--- src/rtl/reg_to_obi_bridge_pkg.sv ---
// rtl/reg_to_obi_bridge_pkg.sv - bus types, FSM states and constants for the reg-to-OBI bridge
package reg_to_obi_bridge_pkg;

  localparam int WDOG_W = 16;
  localparam logic [31:0] ERR_RDATA = 32'hBADCAB1E;

  typedef enum logic [1:0] {
    ST_IDLE,
    ST_REQ,
    ST_WAIT,
    ST_RESP
  } bridge_state_e;

  typedef struct packed {
    logic [31:0] addr;
    logic        write;
    logic [31:0] wdata;
    logic [3:0]  wstrb;
    logic        valid;
  } reg_req_t;

  typedef struct packed {
    logic [31:0] rdata;
    logic        error;
    logic        ready;
  } reg_rsp_t;

  typedef struct packed {
    logic        req;
    logic        we;
    logic [3:0]  be;
    logic [31:0] addr;
    logic [31:0] wdata;
  } obi_req_t;

  typedef struct packed {
    logic        gnt;
    logic        rvalid;
    logic [31:0] rdata;
  } obi_resp_t;

endpackage

--- src/rtl/reg_to_obi_bridge_if.sv ---
// rtl/reg_to_obi_bridge_if.sv - register-bus and OBI signal bundle seen by the bridge
interface reg_to_obi_bridge_if;
  import reg_to_obi_bridge_pkg::*;

  reg_req_t  reg_req_i;
  reg_rsp_t  reg_rsp_o;
  obi_req_t  obi_req_o;
  obi_resp_t obi_resp_i;
  logic      timeout_o;

  modport slave (
    input  reg_req_i,
    input  obi_resp_i,
    output reg_rsp_o,
    output obi_req_o,
    output timeout_o
  );

  modport master (
    output reg_req_i,
    output obi_resp_i,
    input  reg_rsp_o,
    input  obi_req_o,
    input  timeout_o
  );

endinterface

--- src/rtl/reg_to_obi_bridge.sv ---
// rtl/reg_to_obi_bridge.sv - single-outstanding register-bus responder issuing OBI transactions
module reg_to_obi_bridge
  import reg_to_obi_bridge_pkg::*;
#(
  parameter int unsigned TIMEOUT_CYCLES = 255
) (
  input logic                clk_i,
  input logic                rst_ni,
  reg_to_obi_bridge_if.slave bus
);

  localparam bit                WDOG_EN  = (TIMEOUT_CYCLES != 0);
  localparam logic [WDOG_W-1:0] TMO_LAST = WDOG_W'(TIMEOUT_CYCLES - 1);

  bridge_state_e     state_q, state_d;
  logic [31:0]       addr_q, wdata_q, rdata_q, rdata_d;
  logic              we_q;
  logic [3:0]        be_q;
  logic              error_q, error_d;
  logic              orphan_q, orphan_d;
  logic              timeout_q, timeout_d;
  logic              load;
  logic [WDOG_W-1:0] cnt_q, cnt_d;
  logic              wdog_fire, rsp_hit;

  // cnt_q counts completed REQ/WAIT cycles, so firing on TMO_LAST caps the total at TIMEOUT_CYCLES
  assign wdog_fire = WDOG_EN && (cnt_q >= TMO_LAST);
  assign rsp_hit   = bus.obi_resp_i.rvalid && !orphan_q;

  always_comb begin
    state_d   = state_q;
    cnt_d     = cnt_q;
    rdata_d   = rdata_q;
    error_d   = error_q;
    orphan_d  = orphan_q;
    timeout_d = 1'b0;
    load      = 1'b0;
    if (orphan_q && bus.obi_resp_i.rvalid) begin
      orphan_d = 1'b0;
    end
    case (state_q)
      ST_IDLE: begin
        if (bus.reg_req_i.valid) begin
          load    = 1'b1;
          cnt_d   = '0;
          state_d = ST_REQ;
        end
      end
      ST_REQ: begin
        cnt_d = cnt_q + WDOG_W'(1);
        if (bus.obi_resp_i.gnt) begin
          state_d = ST_WAIT;
        end else if (wdog_fire) begin
          state_d   = ST_RESP;
          rdata_d   = ERR_RDATA;
          error_d   = 1'b1;
          timeout_d = 1'b1;
        end
      end
      ST_WAIT: begin
        cnt_d = cnt_q + WDOG_W'(1);
        if (rsp_hit) begin
          state_d = ST_RESP;
          rdata_d = bus.obi_resp_i.rdata;
          error_d = 1'b0;
        end else if (wdog_fire) begin
          // the slave still owes this response; drop it when it eventually shows up
          state_d   = ST_RESP;
          rdata_d   = ERR_RDATA;
          error_d   = 1'b1;
          timeout_d = 1'b1;
          orphan_d  = 1'b1;
        end
      end
      ST_RESP: state_d = ST_IDLE;
      default: state_d = ST_IDLE;
    endcase
  end

  always_ff @(posedge clk_i or negedge rst_ni) begin
    if (!rst_ni) begin
      state_q   <= ST_IDLE;
      cnt_q     <= '0;
      addr_q    <= '0;
      wdata_q   <= '0;
      we_q      <= 1'b0;
      be_q      <= '0;
      rdata_q   <= '0;
      error_q   <= 1'b0;
      orphan_q  <= 1'b0;
      timeout_q <= 1'b0;
    end else begin
      state_q   <= state_d;
      cnt_q     <= cnt_d;
      rdata_q   <= rdata_d;
      error_q   <= error_d;
      orphan_q  <= orphan_d;
      timeout_q <= timeout_d;
      if (load) begin
        addr_q  <= bus.reg_req_i.addr & ~32'h3;
        we_q    <= bus.reg_req_i.write;
        be_q    <= bus.reg_req_i.wstrb;
        wdata_q <= bus.reg_req_i.wdata;
      end
    end
  end

  always_comb begin
    bus.obi_req_o       = '0;
    bus.obi_req_o.req   = (state_q == ST_REQ);
    bus.obi_req_o.we    = we_q;
    bus.obi_req_o.be    = be_q;
    bus.obi_req_o.addr  = addr_q;
    bus.obi_req_o.wdata = wdata_q;
    bus.reg_rsp_o       = '0;
    if (state_q == ST_RESP) begin
      bus.reg_rsp_o.ready = 1'b1;
      bus.reg_rsp_o.rdata = rdata_q;
      bus.reg_rsp_o.error = error_q;
    end
  end

  assign bus.timeout_o = timeout_q;

endmodule

--- src/flat_wrapper.sv ---
// flat-port wrapper written by rule: the top's interface ports become plain ports
module reg_to_obi_bridge_flat import reg_to_obi_bridge_pkg::*;
#(
  parameter int unsigned TIMEOUT_CYCLES = 255
)
  (clk_i, rst_ni, bus_reg_req_i, bus_obi_resp_i, bus_reg_rsp_o, bus_obi_req_o, bus_timeout_o);
  reg_to_obi_bridge_if bus_i ();
  input logic clk_i;
  input logic rst_ni;
  input wire logic [$bits(bus_i.reg_req_i)-1:0] bus_reg_req_i;
  input wire logic [$bits(bus_i.obi_resp_i)-1:0] bus_obi_resp_i;
  output wire logic [$bits(bus_i.reg_rsp_o)-1:0] bus_reg_rsp_o;
  output wire logic [$bits(bus_i.obi_req_o)-1:0] bus_obi_req_o;
  output wire logic [$bits(bus_i.timeout_o)-1:0] bus_timeout_o;
  assign bus_i.reg_req_i = bus_reg_req_i;
  assign bus_i.obi_resp_i = bus_obi_resp_i;
  assign bus_reg_rsp_o = bus_i.reg_rsp_o;
  assign bus_obi_req_o = bus_i.obi_req_o;
  assign bus_timeout_o = bus_i.timeout_o;
  reg_to_obi_bridge #(.TIMEOUT_CYCLES(TIMEOUT_CYCLES)) u_core (.clk_i(clk_i), .rst_ni(rst_ni), .bus(bus_i));
endmodule
--- config.mk ---
export PLATFORM = sky130hd
export DESIGN_NAME = reg_to_obi_bridge_flat
export DESIGN_NICKNAME = d
export VERILOG_FILES = /design/src/rtl/reg_to_obi_bridge_pkg.sv /design/src/rtl/reg_to_obi_bridge_if.sv /design/src/rtl/reg_to_obi_bridge.sv /design/src/flat_wrapper.sv
export SDC_FILE = /design/constraint.sdc
export NUM_CORES = 1
export LEC_CHECK = 0
export CAP_MARGIN = 20
export CORE_MARGIN = 2
export CORE_UTILIZATION = 39
export CTS_CLUSTER_DIAMETER = 200
export DETAILED_ROUTE_END_ITERATION = 10
export PLACE_DENSITY_LB_ADDON = 0.08
export SYNTH_ARGS = -nofsm -noshare
export SYNTH_HDL_FRONTEND = slang
export SYNTH_SLANG_ARGS = --single-unit
--- constraint.sdc ---
create_clock -name clk_i -period 2.6 [get_ports clk_i]
set_input_delay 0.52 -clock clk_i [delete_from_list [all_inputs] [get_ports clk_i]]
set_output_delay 0.52 -clock clk_i [all_outputs]
set_load 0.03 [all_outputs]
Yosys cells after proc, flatten, opt, wreduce, memory -nomap -nowiden
Index checks and enable logic that the tools add are counted.
Storage, ports and cells
  register bits: 120
  output and inout port bits: 105
  word-level logic and storage cells: 52
Cells by class
  $add $sub $neg: 1
  $lt $le $gt $ge: 1
  eq/ne operators: 5
  multiplexer cells: 26
  reductions and logical operators: 9
Operators with widths (number)
  32-bit 2-to-1 mux: 3
  32-bit case mux with 2 select lines: 1
  34-bit 2-to-1 mux: 1
  16-bit case mux with 2 select lines: 1
  16-bit by 1-bit adder with 16-bit output (second input constant): 1
  16-bit by 8-bit >= comparator with 1-bit output (second input constant): 1
  16-bit 2-to-1 mux: 1
  1-bit 2-to-1 mux: 12
  2-bit 2-to-1 mux: 4
  2-bit case mux with 4 select lines: 1
  2-bit equality test (second input constant): 2
  2-bit != test (second input constant): 2
  1-bit case mux with 2 select lines: 2
  2-bit AND reduction: 2
  2-bit nonzero test: 2
  2-bit by 1-bit equality test with 1-bit output (second input constant): 1
  1-bit logical AND: 2
  2-bit logical NOT: 1
  2-bit OR reduction: 1
  1-bit logical NOT: 1

Logic depth before layout (Yosys ltp)
Gate-level depths: netlist (run 1).
  depth in word-level cells: 5
  depth in mapped cells: 8

Worst setup path after synthesis (run 1)
No wires, ideal clock.
  path type: reg-to-reg
  start point: register u_core.state_q[1]
  end point: register u_core.cnt_q[13]
  library setup time: 78 ps
  arrival time: 1961 ps
  slack: 560 ps
  stages on the path, launching flop included: 7
  cell sequence: dfrtp_1 -> inv_1 -> ha_1 -> mux2i_1 -> or4_4 -> or3_1 -> a21oi_1
On the way
  cells in the longest elaborated chain, start to end: 4
Ends and longest elaborated chain
  start: declaration: RTL line reg_to_obi_bridge.sv:15  | bridge_state_e state_q, state_d;
  start signal: assignment: RTL line reg_to_obi_bridge.sv:93  | state_q <= state_d;
  2-bit by 1-bit equality test with 1-bit output / 2-bit equality test (equally long branches): RTL line reg_to_obi_bridge.sv:41  | case (state_q)
  2-bit OR reduction (no source line)
  2-bit nonzero test (no source line)
  2-bit AND reduction (no source line)
  end signal: assignment: RTL line reg_to_obi_bridge.sv:94  | cnt_q <= cnt_d;
  end: declaration: RTL line reg_to_obi_bridge.sv:23  | logic [WDOG_W-1:0] cnt_q, cnt_d;
Parallel ways exist; a longest one is shown, timed or not.
A chain may end at the register's enable or synchronous reset.

Worst setup path in the final report (run 1)
  start point: register u_core.state_q[1]
  end point: output port bus_reg_rsp_o[28]
On the way
  cells in the longest elaborated chain, start to end: 2
Ends and longest elaborated chain
  2-bit equality test: RTL line reg_to_obi_bridge.sv:116  | if (state_q == ST_RESP) begin
  34-bit 2-to-1 mux: RTL line reg_to_obi_bridge.sv:116
  end: declaration: RTL line flat_wrapper.sv:12  | output wire logic [$bits(bus_i.reg_rsp_o)-1:0] bus_reg_rsp_o;
No other way between the ends.

==> results.cfg, run 1 <==
[critical_path]
worstPathMaxFanout = 34
rrSetupSlack_ns = 0.39
cp.required_ns = 2.08
regToRegEndpoint = u_core.cnt_q[13]
cp-start-kind = flip-flop
cp_cell_sequence = ha_1 > buf_4 > and2_1 > dlygate4sd2_1
endpoint = bus_reg_rsp_o[28]
critical_path.startpoint = u_core.state_q[1]
critPathCaptureType = primary output
cp_slowest_cell = dfrtp_1
critPathKind = flip-flop to primary output
cp_slowest_stage_delay_ns = 0.41
r2r_cells = 6
rr_startpoint = u_core.state_q[1]
crit_arrival_ns = 1.85

[floorplanning]
core_area_sq_mm = 0.0131
start_util_pct = 39.4
die_area_sq_mm = 0.0142
ios = 211
die_w_um = 119
die_h_um = 119
rows = 42

[yosys]
synth_top_area_cell = dfrtp_1
synthTopCellsByArea = dfrtp_1 58%, mux2_2 15%, nand2_1 4.7%
synth.top_cell.area_share_pct = 58.3
synth-main-ff-cell = dfrtp_1
async_reset_ff_share_pct = 100
synth-seq-area-share_pct = 58.3
syn_area_sq_mm = 0.00515
ys_warn_count = 0
ys_ff_latch = 120
synth_edf_count = 0
yosysUniqueCellTypes = 39
avgSynthCellArea_sq_um = 11.8
synth_cells = 438

[route]
route.detailed.drc = 0
wl_per_cell_um = 15.5
num_vias = 4025
drt_iter0_drc = 214
first_pass_iters = 4
ant_nets = 0
routed_wirelength_mm = 12.9
drt-vias-per-instance = 4.81

[sta]
slew_viol_final = 0
fin_ws_ns = 0.227
max_freq_mhz = 421
post-route-period-util_pct = 91.3
fin_skew_ns = 0.00716
rsz0062_at_grt = no
relSlewSlack_pct = 44.9
hold_viol = 0
tightestPinTransition_ns = 0.823
min_period_ns = 2.37
tns_ns = 0
finalSetupViolCount = 0

[pwr]
switching_share_pct = 35.8
finalPower_mw = 9.85
power_frac_comb_pct = 43.4
seq_power_share_pct = 31.5
ir_drop_mv = 0.834
p_int_mw = 6.32
pwr-share-clk_pct = 25.1
p_sw_mw = 3.53
power_density_mw_per_mm2 = 1230
p_leak_nw = 3.61

[global_routing]
grt_pass1_vias = 4234
grt_remaining_overflow = 0
grt_max_degree = 68
antenna_found_initial = 0
grt_pass1_wl_mm = 21.2
grtUsageTotal_pct = 19.2

[cells_and_area]
fin_cells = 837
synthToLayoutAreaGrowth_pct = 55.7
antenna_cells = 0
final_util_pct = 61.3
fin_nets = 763
drive_gt1_share_pct = 16.8

[clocking]
post_cts_buffers = 0
cts_tree = built
insertion_delay_ns = 0.40
cts_made_buffers = 17
h-tree-depth = 4
clk_path_buf_depth = 2
cts_hold_buffers = 0
clock-sinks = 120
cts-root-buf = clkbuf_16
clkTransAtPathRegs_ns = 0.05

[placement]
place_congestion = 0.785
port_buffers = 206
dp_hpwl_mm = 9.27
dp_slack_ns = 0.322
placed_cells = 807

[outcome]
outcome = complete, no violations

[job]
cap_viol_max_count = 0

[hold_path]
hold_class = primary input to asynchronous set/reset pin
-- critical path: cells and delay by family (launching register included) --
kind          cells  cell delay [ns]
buf+inv           2             0.67
flops             1             0.41
simple gates      1             0.19
fa+ha+maj         1             0.17
-- synthesized netlist by cell type (all sizes together) (6+ instances only) --
cell / instances
dfrtp: 120
a21oi: 20
clkbuf: 11
nand3: 20
ha: 7
mux2: 67
nor4: 6
and2: 34
nor2: 9
o21ai: 11
buf: 12
inv: 8
xnor2: 7
nand2: 64
-- layout make-up --
cell class / count / area [sq um]
multi-input cells: 288 / 2030
inverters: 8 / 30.0
clock buffers: 22 / 484
flip-flops and latches: 120 / 3000
clock inverters: 8 / 144
well taps: 176 / 220
repair buffers: 215 / 2120
fillers: 1113 / 5060
-- per-layer routing --
metal  track usage (%)  vias to the layer above  share of wire (%)
met5                 0                        -                  0
met3              8.05                       20                8.7
met2              30.9                      155                 47
li1                  -                     1938                  -
met1              22.4                     1912                 42
met4              8.93                        0                2.5
-- what timing repair did --
item,CTS,global route
setup endpoints to repair,33,2
cloned,0,0
gates resized for setup,33,2
-- kinds of logic after synthesis --
| logic type | after synthesis | synth area share [%] |
|---|---|---|
| adders and majority gates | 7 | 1.70 |
| buffers and inverters | 31 | 2.60 |
| xor gates and xnor gates | 7 | 1.19 |
| other | 1 | 0.0727 |
| DFF | 120 | 58.3 |
| and+or+nand+nor | 154 | 15.0 |
| AOI/OAI and AO/OA | 49 | 6.19 |
| muxes | 69 | 15.0 |
-- metrics by stage --
stage                     hold slack [ns]  area, sq um
after floorplan                     0.224         5160
after global placement              0.454         7430
after detailed placement            0.458         7430
after CTS                          0.0445         8020
after global routing               0.0653         8030
final                              0.0417         8030
-- worst min-delay path by stage --
stage                        endpoint  slack (ns)
finish              u_core.rdata_q[9]        0.04
global route        u_core.rdata_q[9]        0.07
CTS                 u_core.rdata_q[9]        0.04
detailed placement     u_core.error_q        0.46
global placement       u_core.error_q        0.45
floorplan           u_core.addr_q[10]        0.22
-- placed cells by master, fill, tap and decap left out, types with 4 or more instances in the layout --
cell	instances
a21oi_1	19
a22o_1	5
and2_1	34
buf_4	8
bufinv_16	4
clkbuf_16	17
clkbuf_8	4
clkdlybuf4s50_1	170
dfrtp_1	120
dlygate4sd2_1	33
ha_1	7
inv_1	8
mux2_2	67
nand2_1	63
nand3_1	20
nand4_1	4
nor2_1	9
nor4_1	6
o21ai_0	11
o22a_1	4
or3_1	5
xnor2_1	7
-- power groups by stage --
stage / Combinational (mW) / Sequential, mW / Clock (mW)
4_1_cts: 4.34 / 3.11 / 2.53
5_1_grt: 4.55 / 3.22 / 2.62
3_3_place_gp: 4.30 / 3.08 / 0
3_5_place_dp: 4.36 / 3.13 / 0
2_1_floorplan: 1.53 / 4.13 / 0
6_report: 4.28 / 3.10 / 2.47
-- flip-flops by register name (all words and copies together), names as in the netlist --
name,flops
u_core.we_q,1
u_core.orphan_q,1
u_core.bus.timeout_o,1
u_core.addr_q,30
u_core.state_q,2
u_core.be_q,4
u_core.rdata_q,32
u_core.error_q,1
u_core.cnt_q,16
u_core.wdata_q,32
No activity file was read; power rests on OpenSTA's default activity.
==> run 2: changes to the inputs <==
Settings changed: HOLD_SLACK_MARGIN from default to 0.06, PLACE_DENSITY from default to 0.76, PLACE_DENSITY_LB_ADDON 0.08 to default, SLEW_MARGIN from default to 20.
==> results.cfg, run 2 (synthesized netlist as in run 1, its figures left out) <==
[outcome]
outcome = complete, no violations

[cells_and_area]
multi_input_area_sq_mm = 0.00203
fin_cells = 839
design_area_sq_mm = 0.00798
fin_nets = 764
reg_top3 = u_core.rdata_q: 32 flops, u_core.wdata_q: 32 flops, u_core.addr_q: 30 flops
final_cell_mix = 170 x clkdlybuf4s50_1, 120 x dfrtp_1, 67 x mux2_2, 63 x nand2_1, 34 x and2_1
layout.area.seq_sq_mm = 0.00300
final_util_pct = 60.9
final_common_cell = clkdlybuf4s50_1
fillers = 1052
synthToLayoutAreaGrowth_pct = 54.7
drive_gt1_share_pct = 16.4
antenna_cells = 0

[floorplanning]
die_w_um = 119
core_area_sq_mm = 0.0131
start_util_pct = 39.4
rows = 42
die_h_um = 119
die_area_sq_mm = 0.0142
ios = 211

[sta]
hold_viol = 0
max_freq_mhz = 416
post-route-period-util_pct = 92.4
fin_skew_ns = 0.00666
min_period_ns = 2.40
slew_viol_final = 0
tns_ns = 0
relSlewSlack_pct = 59.5
rsz0062_at_grt = no
finalSetupViolCount = 0
tightestPinTransition_ns = 0.605

[critical_path]
cp-start-kind = flip-flop
critPathKind = flip-flop to primary output
regToRegEndpoint = u_core.cnt_q[13]
crit_arrival_ns = 1.88
crit_buf_inv = 2
cp_slowest_cell = dlygate4sd2_1
cp_slowest_stage_delay_ns = 0.43
cp_cell_sequence = ha_1 > buf_4 > and2_1 > dlygate4sd2_1
r2r_cells = 6
critPathCaptureType = primary output
crit_family = buffers and inverters
rrSetupSlack_ns = 0.40
cp.required_ns = 2.08
worstPathMaxFanout = 34
rr_startpoint = u_core.state_q[1]

[placement]
port_buffers = 206
placed_cells = 808
place_congestion = 0.822
dp_hpwl_mm = 9.17
post_dp_cell_area_sq_mm = 0.00744

[global_routing]
grtUsageTotal_pct = 18.5
gr-usage-met2_pct = 30.6
use_met3_pct = 8.24
grt_remaining_overflow = 0
grt_max_degree = 69
use_met1_pct = 21.4
antenna_found_initial = 0
grt_pass1_wl_mm = 20.8
grt_pass1_vias = 4266
top_usage_layer = met2

[clocking]
cts-root-buf = clkbuf_16
cts_tree = built
cts_made_buffers = 17
clk_path_buf_depth = 2
insertion_delay_ns = 0.40
clock-sinks = 120
h-tree-depth = 4
clkTransAtPathRegs_ns = 0.05

[hold_path]
hold_class = primary input to asynchronous set/reset pin

[route]
ant_nets = 0
route.detailed.drc = 0
first_pass_iters = 5
drt-vias-per-instance = 4.86
routed_wirelength_mm = 12.7
drt_iter0_drc = 214
num_vias = 4074
wl_per_cell_um = 15.1

[pwr]
p_int_mw = 6.13
pwr-share-clk_pct = 23.5
seq_power_share_pct = 32.3
ir_drop_mv = 0.673
finalPower_mw = 9.65
power_frac_comb_pct = 44.2
p_sw_mw = 3.51
power_density_mw_per_mm2 = 1210
switching_share_pct = 36.4
p_leak_nw = 3.58

[job]
cap_viol_max_count = 0
run 2: worst max path at each step:
stage | from | endpoint | slack, ns | depth (start not counted)
2_1_floorplan | u_core.state_q[1] | u_core.cnt_q[13] | 0.56 | 6
3_3_place_gp | bus_reg_req_i[0] | u_core.cnt_q[13] | 0.35 | 5
3_5_place_dp | bus_reg_req_i[0] | u_core.cnt_q[13] | 0.32 | 5
4_1_cts | u_core.state_q[1] | bus_obi_req_o[69] | 0.05 | 3
5_1_grt | u_core.state_q[1] | bus_reg_rsp_o[26] | 0.09 | 4
6_report | u_core.state_q[1] | bus_reg_rsp_o[26] | 0.20 | 4
run 2: area by class of cell:
class                      count  share of cell area [%]
tap                          176                    2.76
clock buffer                  22                    5.57
timing repair buffer         216                    26.6
clock inverter                 9                    1.58
multi-input combinational    288                    25.4
inverter                       8                   0.377
sequential                   120                    37.7
run 2: through the flow:
| stage | setup slack, ns | hold WS (ns) |
|---|---|---|
| floorplan | 0.560 | 0.224 |
| global placement | 0.348 | 0.456 |
| detailed placement | 0.322 | 0.465 |
| CTS | 0.0462 | 0.122 |
| global route | 0.0885 | 0.130 |
| finish | 0.197 | 0.108 |
run 2: power by group through the flow:
stage	sequential, mW	combinational [mW]	clock, mW
final	3.11	4.26	2.27
after global routing	3.22	4.54	2.42
after global placement	3.08	4.26	0
after detailed placement	3.14	4.35	0
after floorplan	4.13	1.53	0
after CTS	3.12	4.32	2.33
run 2: layer usage:
metal,routed length [um],share of wire [%],vias to the layer above
met2,6190,49,168
met3,1120,8.8,12
met5,0,0,-
met1,5210,41,1960
met4,150,1.2,0
li1,-,-,1934
run 2: repair_timing:
item / CTS / global route
setup buffers: 0 / 0
setup endpoints to repair: 33 / 2
endpoints found under the hold margin: 0 / 0
resized for setup: 33 / 2
hold buffers: 0 / 0
==> run 3: changes to the inputs <==
Settings changed: CORE_MARGIN 2 to 8, CORE_UTILIZATION 39 to 43, PLACE_DENSITY 0.76 to 0.82, SLEW_MARGIN 20 to default.
==> results.cfg, run 3 (synthesized netlist as in run 1, its figures left out) <==
[critical_path]
cp_slowest_cell = dfrtp_1
cp.required_ns = 2.08
crit_family = buffers and inverters
cp-start-kind = flip-flop
cp_slowest_stage_delay_ns = 0.42
critPathKind = flip-flop to primary output
crit_buf_inv = 2
worstPathMaxFanout = 34
cp_cell_sequence = ha_1 > buf_4 > and2_1 > dlygate4sd2_1
crit_arrival_ns = 1.85
critPathCaptureType = primary output

[sta]
whs_ns = 0.476
rsz0062_at_grt = no
finalSetupViolCount = 0
post-route-period-util_pct = 91.2
relSlewSlack_pct = 60.4
tightestPinTransition_ns = 0.590
fin_ws_ns = 0.229
max_freq_mhz = 422
min_period_ns = 2.37
fin_skew_ns = 0.00542
hold_viol = 0
slew_viol_final = 0
tns_ns = 0

[clocking]
cts-root-buf = clkbuf_16
cts_tree = built
clkTransAtPathRegs_ns = 0.05
clock-sinks = 120
cts_made_buffers = 17
h-tree-depth = 4
post_cts_buffers = 0
clk_path_buf_depth = 2
insertion_delay_ns = 0.41

[hold_path]
hold_class = primary input to asynchronous set/reset pin

[cells_and_area]
drive_gt1_share_pct = 17.1
reg_top3 = u_core.rdata_q: 32 flops, u_core.wdata_q: 32 flops, u_core.addr_q: 30 flops
design_area_sq_mm = 0.00799
fillers = 867
final_common_cell = clkdlybuf4s50_1
synthToLayoutAreaGrowth_pct = 55.0
fin_nets = 766
antenna_cells = 0
final_util_pct = 67.3
final_cell_mix = 170 x clkdlybuf4s50_1, 120 x dfrtp_1, 67 x mux2_2, 63 x nand2_1
fin_cells = 812

[floorplanning]
core_area_sq_mm = 0.0119
die_area_sq_mm = 0.0157
die_h_um = 125
ios = 211
rows = 40
start_util_pct = 43.5
die_w_um = 125

[route]
wl_per_cell_um = 17.7
highest_layer = met4
route.detailed.drc = 0
num_vias = 4132
drt_iter0_drc = 240
routed_wirelength_mm = 14.3
wl_met1_mm = 5.47
first_pass_iters = 5
dr_wl_met3_mm = 1.46
wl_met2_mm = 7.09
drt-vias-per-instance = 5.09
ant_nets = 0

[global_routing]
grt_pass1_vias = 4485
antenna_found_initial = 0
grtUsageTotal_pct = 18.7
grt_remaining_overflow = 0
grt_max_degree = 70
grt_pass1_wl_mm = 23.3

[placement]
dp_hpwl_mm = 10.6
dp_slack_ns = 0.311
port_buffers = 206
post_dp_cell_area_sq_mm = 0.00744
place_congestion = 0.797
placed_cells = 780

[outcome]
outcome = complete, no violations

[job]
cap_viol_max_count = 0

[pwr]
p_leak_nw = 3.57
ir_drop_mv = 0.754
finalPower_mw = 9.73
power_density_mw_per_mm2 = 1220
-- run 3: changes by cell type in the layout (fill, tap and decap cells not counted), sizes merged --
| cell | previous run | this run |
|---|---|---|
| dlymetal6s2s | 2 | 1 |
| clkinv | 5 | 2 |
| dlygate4sd3 | 0 | 1 |
| clkinvlp | 1 | 6 |
| clkbuf | 22 | 20 |
| inv | 8 | 9 |
| buf | 11 | 12 |
| dlygate4sd2 | 33 | 34 |
| bufinv | 3 | 2 |
-- run 3: where the power goes --
group	internal [mW]	switching [mW]	total (mW)	leakage, nW
logic	1.97	2.37	4.34	1.84
clock network	1.45	0.820	2.27	0.267
registers	2.69	0.431	3.12	1.47
-- run 3: path summary, 6_finish.rpt --
| kind | startpoint | endpoint | cells after the start | slack, ns |
|---|---|---|---|---|
| setup / recovery | u_core.state_q[1] | bus_reg_rsp_o[3] | 4 | 0.23 |
| hold / removal | rst_ni | u_core.rdata_q[7] | 2 | 0.48 |
| setup reg to reg | u_core.state_q[1] | u_core.cnt_q[13] | 6 | 0.34 |
| hold reg to reg | u_core.rdata_q[11] | u_core.rdata_q[11] | 1 | 0.48 |
| max in group asynchronous | rst_ni | u_core.addr_q[5] | 3 | 1.55 |
| min in group clk_i | u_core.rdata_q[11] | u_core.rdata_q[11] | 1 | 0.48 |
-- run 3: what timing repair did --
action,4_1_cts,5_1_grt
hold endpoints to repair,5,0
hold buffers,1,0
endpoints found under the setup margin,34,1
gates resized for setup,34,1
cloned,0,0
-- run 3: cell type report --
cell class / count / area (sq um) / area share [%]
multi-input cells: 288 / 2030 / 25.4
clock buffers: 20 / 457 / 5.72
clock inverters: 11 / 124 / 1.55
well taps: 147 / 184 / 2.30
flip-flops and latches: 120 / 3000 / 37.6
repair buffers: 218 / 2160 / 27.1
inverters: 8 / 30.0 / 0.376
-- run 3: metal layers --
layer	vias to the layer above	GRT usage, %
met3	25	9.22
li1	1950	-
met1	1992	19.9
met4	0	9.38
met2	165	30.4
met5	-	0
